$ cat config.mk
export PLATFORM = sky130hd
export DESIGN_NAME = serial_adder_ctrl
export DESIGN_NICKNAME = d
export VERILOG_FILES = /design/src/rtl/serial_adder_ctrl.sv
export SDC_FILE = /design/constraint.sdc
export NUM_CORES = 1
export LEC_CHECK = 0
export CORE_MARGIN = 2
export CORE_UTILIZATION = 44
export DETAILED_ROUTE_END_ITERATION = 10
export PLACE_DENSITY_LB_ADDON = 0.1
export SKIP_CTS_REPAIR_TIMING = 1
export SLEW_MARGIN = 20
export SYNTH_ARGS = -nofsm -noshare
export SYNTH_HDL_FRONTEND = slang
export SYNTH_SLANG_ARGS = --single-unit
export TNS_END_PERCENT = 5
$ cat constraint.sdc
create_clock -name Clock -period 1.4 [get_ports Clock]
set_input_delay 0.28 -clock Clock [delete_from_list [all_inputs] [get_ports Clock]]
set_output_delay 0.28 -clock Clock [all_outputs]
set_load 0.02 [all_outputs]
$ cat src/rtl/serial_adder_ctrl.sv
// Bit-serial add/subtract controller driving one external full_adder cell.
// Ports: Clock/Reset, Start/Sub/A_in/B_in request, FA_* adder link,
//        Busy/Done handshake, Result/Carry_out/Overflow held results.
module serial_adder_ctrl #(
  parameter int WIDTH = 8
) (
  input  logic             Clock,
  input  logic             Reset,
  input  logic             Start,
  input  logic             Sub,
  input  logic [WIDTH-1:0] A_in,
  input  logic [WIDTH-1:0] B_in,
  output logic             FA_A,
  output logic             FA_B,
  output logic             FA_Carry_in,
  input  logic             FA_Sum,
  input  logic             FA_Carry_out,
  output logic             Busy,
  output logic             Done,
  output logic [WIDTH-1:0] Result,
  output logic             Carry_out,
  output logic             Overflow
);

  localparam int CW = $clog2(WIDTH);
  localparam logic [CW-1:0] LAST = CW'(WIDTH - 1);

  typedef enum logic [1:0] {
    IDLE,
    RUN,
    DONE
  } state_e;

  state_e           state_q, state_d;
  logic [WIDTH-1:0] a_sh_q, a_sh_d;
  logic [WIDTH-1:0] b_sh_q, b_sh_d;
  logic [WIDTH-1:0] r_sh_q, r_sh_d;
  logic             carry_q, carry_d;
  logic [CW-1:0]    count_q, count_d;
  logic [WIDTH-1:0] result_q, result_d;
  logic             cout_q, cout_d;
  logic             ovf_q, ovf_d;
  logic             run;

  assign run = (state_q == RUN);

  always_comb begin
    state_d  = state_q;
    a_sh_d   = a_sh_q;
    b_sh_d   = b_sh_q;
    r_sh_d   = r_sh_q;
    carry_d  = carry_q;
    count_d  = count_q;
    result_d = result_q;
    cout_d   = cout_q;
    ovf_d    = ovf_q;
    unique case (state_q)
      IDLE, DONE: begin
        // The edge that closes DONE may accept the next request,
        // giving one operation every WIDTH+1 cycles.
        if (Start) begin
          a_sh_d  = A_in;
          b_sh_d  = Sub ? ~B_in : B_in;
          carry_d = Sub;
          count_d = '0;
          state_d = RUN;
        end else begin
          state_d = IDLE;
        end
      end
      RUN: begin
        r_sh_d  = {FA_Sum, r_sh_q[WIDTH-1:1]};
        a_sh_d  = a_sh_q >> 1;
        b_sh_d  = b_sh_q >> 1;
        carry_d = FA_Carry_out;
        count_d = count_q + CW'(1);
        if (count_q == LAST) begin
          result_d = {FA_Sum, r_sh_q[WIDTH-1:1]};
          cout_d   = FA_Carry_out;
          // carry into the MSB differs from carry out of it
          ovf_d    = carry_q ^ FA_Carry_out;
          state_d  = DONE;
        end
      end
      default: state_d = IDLE;
    endcase
  end

  always_ff @(posedge Clock or posedge Reset) begin
    if (Reset) begin
      state_q  <= IDLE;
      a_sh_q   <= '0;
      b_sh_q   <= '0;
      r_sh_q   <= '0;
      carry_q  <= 1'b0;
      count_q  <= '0;
      result_q <= '0;
      cout_q   <= 1'b0;
      ovf_q    <= 1'b0;
    end else begin
      state_q  <= state_d;
      a_sh_q   <= a_sh_d;
      b_sh_q   <= b_sh_d;
      r_sh_q   <= r_sh_d;
      carry_q  <= carry_d;
      count_q  <= count_d;
      result_q <= result_d;
      cout_q   <= cout_d;
      ovf_q    <= ovf_d;
    end
  end

  assign FA_A        = run & a_sh_q[0];
  assign FA_B        = run & b_sh_q[0];
  assign FA_Carry_in = run & carry_q;
  assign Busy        = run;
  assign Done        = (state_q == DONE);
  assign Result      = result_q;
  assign Carry_out   = cout_q;
  assign Overflow    = ovf_q;

endmodule

# Word-level counts from Yosys, hierarchy flattened
# Cells that the tools add are included.
# word_totals
output_inout_bits,15
reg_bits,40
wordCells,37
input_bits,22
# classes
bitwise_logic,5
add_sub_neg,1
n_eq_ne,5
n_reduce_logical,5
mux,12
# ops
cell,count
$pmux W8 S2,2
$mux W8,3
$not A8 Y8,1
$pmux W3 S2,1
$pmux W2 S2,1
$reduce_and A2 Y1,2
$add A3 B1 Y3 const B,1
$and A1 B1 Y1,3
$eq A3 B3 Y1 const B,1
$mux W3,1
$eq A2 B1 Y1 const B,1
$eq A2 B2 Y1 const B,1
$logic_not A2 Y1,1
$mux W1,2
$mux W2,1
$ne A2 B1 Y1 const B,1
$ne A2 B2 Y1 const B,1
$pmux W1 S2,1
$reduce_bool A2 Y1,1
$reduce_or A2 Y1,1
$xor A1 B1 Y1,1

# Depth between registers and ports, before layout
# Gate-level depths: netlist of the first run.
# depth
word_depth,4
depth_mapped,6
depth_no_buf,5

# Worst setup path after synthesis of the first run
# Ideal clock, no wire load.
# synth_timing
path_kind,reg2reg
from,register count_q[0]
to,register cout_q (netlist: Carry_out)
arrival_ns,1.397
stages_incl_launch_ff,6
n_path_buf,1
path_slack_ns,-0.122
setup_time_ns,0.125
synth_period_minus_slack_ns,1.522
required_time_ns,1.275
path_cell_list,dfrtp_1 ha_1 ha_1 nand3b_1 buf_2 mux2_2
# synth_via
elab_chain_cells,2
# synth_rtl
item,line,rtl
"start, declared",39,"logic [CW-1:0] count_q, count_d;"
"start signal, assigned",106,count_q <= count_d;
$eq A3 B3 Y1,77,if (count_q == LAST) begin
$reduce_and A2 Y1 (no line),-,
"end signal, assigned",108,cout_q <= cout_d;
"end, declared",41,"logic cout_q, cout_d;"
# Every way passes these cells.
# A chain may end at the register's enable or synchronous reset.

# Worst setup path in the final report of the first run
# layout_timing
from,register state_q[1]
to,output port FA_Carry_in
# layout_via
elab_chain_cells,2
# layout_rtl
item,line,rtl
"start, declared",34,"state_e state_q, state_d;"
"start signal, assigned",101,state_q <= state_d;
$eq A2 B1 Y1,45,assign run = (state_q == RUN);
$and A1 B1 Y1,115,assign FA_Carry_in = run & carry_q;
"end, declared",15,"output logic FA_Carry_in,"
# Every way passes these cells.

==> results of run 1 <==
## area by class of cell
| class | count | area (µm²) |
|---|---|---|
| fill | 290 | 1200 |
| sequential | 39 | 976 |
| multi-input combinational | 75 | 714 |
| timing repair buffer | 53 | 552 |
| clock buffer | 6 | 82.6 |
| tap | 48 | 60.1 |
| clock inverter | 2 | 35.0 |
| inverter | 3 | 11.3 |
## cell usage in the layout (no fill, tap or decap), types with 2 or more instances in the layout
cell	Yosys	layout
mux2_2	17	8
mux2_4	0	9
xnor2_1	8	8
clkbuf_8	0	6
dlymetal6s2s_1	0	11
buf_4	0	14
buf_12	0	3
a221o_1	7	7
clkdlybuf4s50_1	0	21
nor2_1	8	7
a21o_1	8	8
inv_1	3	3
o21ai_0	2	2
ha_4	0	2
a22o_1	12	12
dfrtp_1	39	39
and2_4	0	3
buf_6	0	3
## state kept, by name, summed over array words and instances (netlist names)
name,flops
Carry_out,1
Overflow,1
r_sh_q,7
Result,8
carry_q,1
state_q,2
count_q,3
a_sh_q,8
b_sh_q,8
## through the flow
step	hold slack (ns)	setup TNS (ns)	setup slack, ns
2_1_floorplan	0.420	-0.144	-0.0206
3_3_place_gp	0.454	-10.24	-0.476
3_5_place_dp	0.466	-11.24	-0.528
4_1_cts	0.364	-9.59	-0.645
5_1_grt	0.369	-1.49	-0.132
6_report	0.354	-0.713	-0.0866
## logic make-up after synthesis
logic type | after synthesis
AOI/OAI and AO/OA | 29
buffers and inverters | 12
DFF | 39
xor gates and xnor gates | 9
and+or+nand+nor | 17
adders and majority gates | 2
muxes | 17
## critical path, cell delays in order (launching register included)
cell and delay, ns:
dfrtp_1 0.37, and2b_4 0.29, and2_4 0.15, buf_6 0.11
## path summary, 6_finish.rpt
path	startpoint	end	slack, ns	cells past startpoint
setup / recovery	state_q[1]	FA_Carry_in	-0.09	3
hold / removal	Reset	b_sh_q[1]	0.35	3
min in group Clock	a_sh_q[2]	a_sh_q[2]	0.48	1
max in group asynchronous	Reset	a_sh_q[5]	0.85	3
hold reg to reg	a_sh_q[2]	a_sh_q[2]	0.48	1
setup reg to reg	count_q[0]	Carry_out	-0.04	5
## per-layer routing
metal  part of all wire  up-vias  wire length [µm]  GRT usage
met5                  0        -                 0          0
met1               0.43      586              1400      0.193
met2               0.51       31              1670      0.261
met3              0.053        6               174     0.0428
met4              0.012        0                38     0.0547
li1                   -      549                 -          -
## power by group
part	internal, mW	switching, mW	leakage, nW	total, mW
sequential	1.67	0.329	0.474	2.00
clock	0.576	0.370	0.0612	0.946
combinational	1.58	1.10	0.705	2.69
total	3.83	1.80	1.24	5.64
==> run metrics, run 1 <==
status=complete, but fails checks; failing checks=setup timing; Cells after Synth=125; yosys synthesis warning count=0; synthesized area=1660 µm²; Synth Area in Compound Gates=0.148; top-count cell post-synth=dfrtp_1; Period minus WS final=1.49 ns; routed length per instance=14.5 µm; Skew-Pair Late Insertion Delay=0.28 ns; synth-to-layout area growth=46.5%; diodes inserted=0; Final GP Congestion=0.779; share of layout cells above drive strength 1=0.309; Overflow after GRT=0; crit path launch type=flip-flop; critical path peak fanout=5; Post-DP Area=2200 µm²; CTS tree=yes; CP Data Required Time=1.12 ns; Max Fclk=0.673 GHz; Setup Skew=0.00777 ns; Die ar.=4280 µm²; max-slew violations=0; largest family of logic cells by synthesized area=compound AO/OA/AOI/OAI gates; Synth area leaders=dfrtp_1 (59%), mux2_2 (12%), a22o_1 (6.3%); Cell Count, Final, Fillers Out=226; Core Util, Final=0.669; maximum VDD drop=1.21 mV; P per Cell Area=2320 nW/µm²; final setup margin=-0.0866 ns; Tot GR Track Use=0.156; sequential area share after synthesis=0.588; Initial Util=0.457; Critical Path Sink Type=output port; routed via count=1172; Worst Setup Path Type=flip-flop to output port; total CTS buffers=5; number of synthesized flops with an enable pin=0; final wirelength=3.29 mm; most frequent cells after synthesis=dfrtp_1 (39), mux2_2 (17), a22o_1 (12); root cell of the clock tree=clkbuf_8; max_cap viols=0; core area=3630 µm²; placed cells=216; Async S/R FF share, synth=1.00; simple-gate share of the synthesized area=0.0535; Synth area leader=dfrtp_1; global-route wire length before repair=5.06 mm; Top-Level Pins=37; final instance area=2430 µm²; Die X=65.4 µm; number of global-route vias before repair=1135; Total Power=5.64 mW; Seq cells post-synth=39; Worst Tran Pin Value=0.344 ns; Synth Area per Inst=13.3 µm²; Hold Path Class=primary input to async pin; DRC Markers=0; worst-case clock buffer depth=2; largest net degree at the start of global routing=40; post-DP HPWL=2.18 mm; average vias per placed instance=5.19; clk sink count=39; dominant synthesized flop cell=dfrtp_1; initial antenna violation count=0; ANT nets after route=0; post-synth top area share=0.588; Leak=1.24 nW; count of cell types in the netlist=19; Synth Area in XOR/XNOR=0.0475; final setup fails=14; clock-pin slew on the worst setup and hold paths=0.08 ns; Die H=65.4 µm; mux share of post-synthesis cell area=0.115; Critical Path AT=1.21 ns; Slew HR=0.770; Port Buffers=36; crit share post-route=1.06; FP Rows=22; Net count, final=201; adder-cell area share of the yosys netlist=0.0151; H-tree depth=2; router iterations before antenna repair=4; drt first-iter violations=58; Final Hold Violating Endpoints=0; RSZ-0062 raised after global routing=true; Syn Nets=149
No activity file was read; power rests on OpenSTA's default activity.
==> inputs of run 2 (changes only) <==
--- a/config.mk
+++ b/config.mk
@@ -8,6 +8,7 @@
 export CORE_MARGIN = 2
 export CORE_UTILIZATION = 44
 export DETAILED_ROUTE_END_ITERATION = 10
+export GPL_TIMING_DRIVEN = 0
 export PLACE_DENSITY_LB_ADDON = 0.1
 export SKIP_CTS_REPAIR_TIMING = 1
 export SLEW_MARGIN = 20
==> run metrics, run 2 (synthesized netlist as in run 1, its figures left out) <==
status=complete, but fails checks; failing checks=setup timing; clock-pin slew on the worst setup and hold paths=0.07 ns; routed via count=1159; Initial Util=0.457; crit path cell chain=and2b_4 > buf_6 > and2_4 > buf_6; CP max stage cell=dfrtp_1; initial antenna violation count=0; DRC Markers=0; Slew HR=0.700; post-DP HPWL=2.21 mm; Hold Path Class=primary input to async pin; Total Power=5.37 mW; Skew-Pair Late Insertion Delay=0.29 ns; commonest non-fill, non-tap cell in the layout=dfrtp_1; Worst Tran Pin Value=0.450 ns; sw frac=0.332; P per Cell Area=2310 nW/µm²; critical path peak fanout=5; Hold WS=0.232 ns; router iterations before antenna repair=4; root cell of the clock tree=clkbuf_8; max-slew violations=0; final setup margin=-0.165 ns; Port Buffers=35; Comb power frac=0.474; crit share post-route=1.12; Die H=65.4 µm; Die X=65.4 µm; Leak=1.19 nW; Worst Setup Path Type=flip-flop to output port; CP Data Required Time=1.12 ns; clk sink count=39; total CTS buffers=5; Top-Level Pins=37; final setup fails=19; Final GP Congestion=0.759; Period minus WS final=1.56 ns; share of layout cells above drive strength 1=0.276; Overflow after GRT=0; CTS tree=yes; number of global-route vias before repair=1152; final wirelength=3.41 mm; ANT nets after route=0; FP Rows=22; crit path launch type=flip-flop; largest net degree at the start of global routing=32; switching power=1.78 mW; Critical Path Sink Type=output port; cell mode on critical path=buf_6; global-route wire length before repair=5.51 mm; core area=3630 µm²; average vias per placed instance=5.22; Seq pwr share=0.372; Final Hold Violating Endpoints=0; Setup Skew=0.00458 ns; Int Pwr=3.59 mW; CP delay by family, top=flip-flops; RSZ-0062 raised after global routing=true; Tot GR Track Use=0.173; max_cap viols=0; worst-case clock buffer depth=2; synth-to-layout area growth=40.5%; Die ar.=4280 µm²; routed length per instance=15.4 µm; Max Fclk=0.639 GHz; maximum VDD drop=1.19 mV; H-tree depth=2; Net count, final=197; Buf+Inv Stages, Crit Path=2; Critical Path AT=1.28 ns; CP max stage delay=0.42 ns; diodes inserted=0; clock share of power=0.154; commonest non-fill, non-tap cells in the layout=dfrtp_1 (39), clkdlybuf4s50_1 (20), a22o_1 (12); drt first-iter violations=68
[run 2: cell count changes in the layout (fill, tap and decap cells not counted), sizes merged]
| cell | before | now |
|---|---|---|
| clkdlybuf4s50 | 21 | 20 |
| clkbuf | 7 | 10 |
| clkinv | 1 | 0 |
| and2b | 2 | 1 |
| buf | 20 | 17 |
| bufinv | 1 | 0 |
[run 2: power by group through the flow]
stage / combinational (mW) / clock (mW) / sequential, mW
global route: 2.77 / 0.913 / 2.07
detailed placement: 2.25 / 0 / 2.00
global placement: 2.19 / 0 / 1.97
floorplan: 1.33 / 0 / 2.11
CTS: 2.26 / 0.840 / 1.98
finish: 2.55 / 0.825 / 2.00
[run 2: routing by layer]
metal  routed length (µm)  GRT usage  vias to the layer above  part of all wire
li1                     -          -                      542                 -
met1                 1530      0.231                      581              0.45
met4                   49     0.0547                        0             0.014
met3                  175     0.0514                        6             0.051
met2                 1660      0.270                       30              0.49
met5                    0          0                        -                 0
[run 2: area by class of cell]
cell class / instances / area [µm²]
plain buffers: 9 / 70.1
clock buffers: 8 / 100
fillers: 297 / 1300
inverters: 3 / 11.3
multi-input cells: 74 / 682
flip-flops and latches: 39 / 976
well taps: 48 / 60.1
repair buffers: 41 / 432
[run 2: metrics by stage]
step | instance area [µm²] | setup TNS (ns) | utilization | setup WS (ns) | std cells
2_1_floorplan | 1670 | -0.144 | - | -0.0206 | 125
3_3_place_gp | 2080 | -29.32 | 0.573 | -0.575 | 208
3_5_place_dp | 2100 | -7.52 | 0.578 | -0.477 | 209
4_1_cts | 2200 | -5.78 | 0.606 | -0.810 | 217
5_1_grt | 2330 | -2.45 | 0.642 | -0.206 | 222
6_report | 2330 | -1.23 | 0.642 | -0.165 | 222
[run 2: path summary, 6_finish.rpt]
kind                             from          end  slack, ns  cells past startpoint
setup / recovery           state_q[0]  FA_Carry_in      -0.16                      4
hold / removal                  Reset    b_sh_q[2]       0.23                      2
setup reg to reg           count_q[1]    Result[7]      -0.09                      5
hold reg to reg             a_sh_q[3]    a_sh_q[3]       0.48                      1
max in group asynchronous       Reset   state_q[1]       0.75                      3
min in group Clock          a_sh_q[3]    a_sh_q[3]       0.48                      1
==> inputs of run 3 (changes only) <==
--- a/config.mk
+++ b/config.mk
@@ -7,9 +7,11 @@
 export LEC_CHECK = 0
 export CORE_MARGIN = 2
 export CORE_UTILIZATION = 44
+export CTS_CLUSTER_SIZE = 16
 export DETAILED_ROUTE_END_ITERATION = 10
 export GPL_TIMING_DRIVEN = 0
 export PLACE_DENSITY_LB_ADDON = 0.1
+export SETUP_SLACK_MARGIN = 0.05
 export SKIP_CTS_REPAIR_TIMING = 1
 export SLEW_MARGIN = 20
 export SYNTH_ARGS = -nofsm -noshare
==> run metrics, run 3 (synthesized netlist as in run 1, its figures left out) <==
H-tree depth=2; worst-case clock buffer depth=2; Critical Path Sink Type=output port; Buf+Inv Stages, Crit Path=2; routed length per instance=14.9 µm; RSZ-0062 raised after global routing=true; crit path cell chain=and2b_4 > buf_6 > and2_4 > buf_6; router iterations before antenna repair=4; routed via count=1123; Hold Path Class=primary input to async pin; Max Fclk=0.626 GHz; synth-to-layout area growth=41.6%; Port Buffers=35; Period minus WS final=1.60 ns; Die H=65.4 µm; P per Cell Area=2340 nW/µm²; Tot GR Track Use=0.172; Seq pwr share=0.362; final setup margin=-0.198 ns; largest net degree at the start of global routing=24; failing checks=setup timing; CP max stage delay=0.39 ns; initial antenna violation count=0; CP delay by family, top=simple AND/OR/NAND/NOR gates; FF-to-FF setup slack=-0.12 ns; global-route wire length before repair=5.39 mm; Post-DP Area=2130 µm²; final setup fails=12; commonest non-fill, non-tap cells in the layout=dfrtp_1 (39), clkdlybuf4s50_1 (20), a22o_1 (12); commonest non-fill, non-tap cell in the layout=dfrtp_1; clock share of power=0.176; FILL cells=302; share of layout cells above drive strength 1=0.285; final wirelength=3.27 mm; Comb power frac=0.463; Worst Setup Path Type=flip-flop to output port; max-slew violations=0; DP Worst Slack=-0.495 ns; Final GP Congestion=0.677; switching power=1.77 mW; clk sink count=39; Top-Level Pins=37; critical path peak fanout=5; average vias per placed instance=5.10; drt first-iter violations=55; Final Hold Violating Endpoints=0; number of global-route vias before repair=1097; Net count, final=195; status=complete, but fails checks; crit share post-route=1.14; core area=3630 µm²; DRC Markers=0; FP Rows=22; Die X=65.4 µm; Slew HR=0.736; footprint of the multi-input gates=681 µm²; cell mode on critical path=buf_6; sw frac=0.322; Int Pwr=3.73 mW; Skew-Pair Late Insertion Delay=0.29 ns; Reg area=976 µm²; Overflow after GRT=0; maximum VDD drop=1.44 mV; Setup Skew=0.00523 ns; total CTS buffers=5; CP max stage cell=dfrtp_1; Leak=1.19 nW; diodes inserted=0; Worst Tran Pin Value=0.396 ns; max_cap viols=0; post-DP HPWL=2.32 mm; setup TNS=-1.59 ns; final instance area=2350 µm²; Die ar.=4280 µm²; clock-pin slew on the worst setup and hold paths=0.08 ns; root cell of the clock tree=clkbuf_8; ANT nets after route=0; Initial Util=0.457; CTS tree=yes; CP Data Required Time=1.12 ns; Critical Path AT=1.32 ns; crit path launch type=flip-flop
run 3: cell type report:
cell class | count | share of cell area
Sequential cell | 39 | 0.415
Multi-Input combinational cell | 74 | 0.290
Timing Repair Buffer | 39 | 0.182
Clock buffer | 6 | 0.0351
Buffer | 9 | 0.0330
Tap cell | 48 | 0.0256
Clock inverter | 2 | 0.0149
Inverter | 3 | 0.00479
run 3: routing by layer:
layer	GRT usage	up-vias	wire length, µm	share of wire
met2	0.264	27	1590	0.49
li1	-	533	-	-
met5	0	-	0	0
met1	0.221	557	1430	0.44
met4	0.0703	0	62	0.019
met3	0.0599	6	195	0.060
run 3: final timing paths:
check                           cells past startpoint           to       start
max in group asynchronous                           3    a_sh_q[3]       Reset
worst max register to register                      5    Result[1]  count_q[1]
worst max-delay path                                4  FA_Carry_in  state_q[1]
min in group Clock                                  1    a_sh_q[4]   a_sh_q[4]
worst min register to register                      1    a_sh_q[4]   a_sh_q[4]
worst min-delay path                                2    b_sh_q[1]       Reset
run 3: stage by stage:
step | utilization | cells | power (mW) | hold WS [ns]
4_1_cts | 0.620 | 217 | 5.34 | 0.302
2_1_floorplan | - | 125 | 3.52 | 0.420
6_report | 0.647 | 220 | 5.49 | 0.290
5_1_grt | 0.647 | 220 | 5.83 | 0.321
3_3_place_gp | 0.580 | 208 | 4.25 | 0.458
3_5_place_dp | 0.587 | 209 | 4.36 | 0.461
run 3: power groups by stage:
stage / Combinational, mW / Clock, mW / Sequential, mW
3_5_place_dp: 2.34 / 0 / 2.01
2_1_floorplan: 1.41 / 0 / 2.12
3_3_place_gp: 2.26 / 0 / 1.98
4_1_cts: 2.35 / 0.993 / 1.99
5_1_grt: 2.73 / 1.03 / 2.06
6_report: 2.54 / 0.965 / 1.99
run 3: worst register-to-register path: cells and delay by family (launching register included):
| kind | cells | cell delay [ns] |
|---|---|---|
| DFF | 1 | 0.39 |
| buffers and inverters | 1 | 0.19 |
| adders and majority gates | 2 | 0.36 |
| muxes | 1 | 0.31 |
| and+or+nand+nor | 1 | 0.16 |
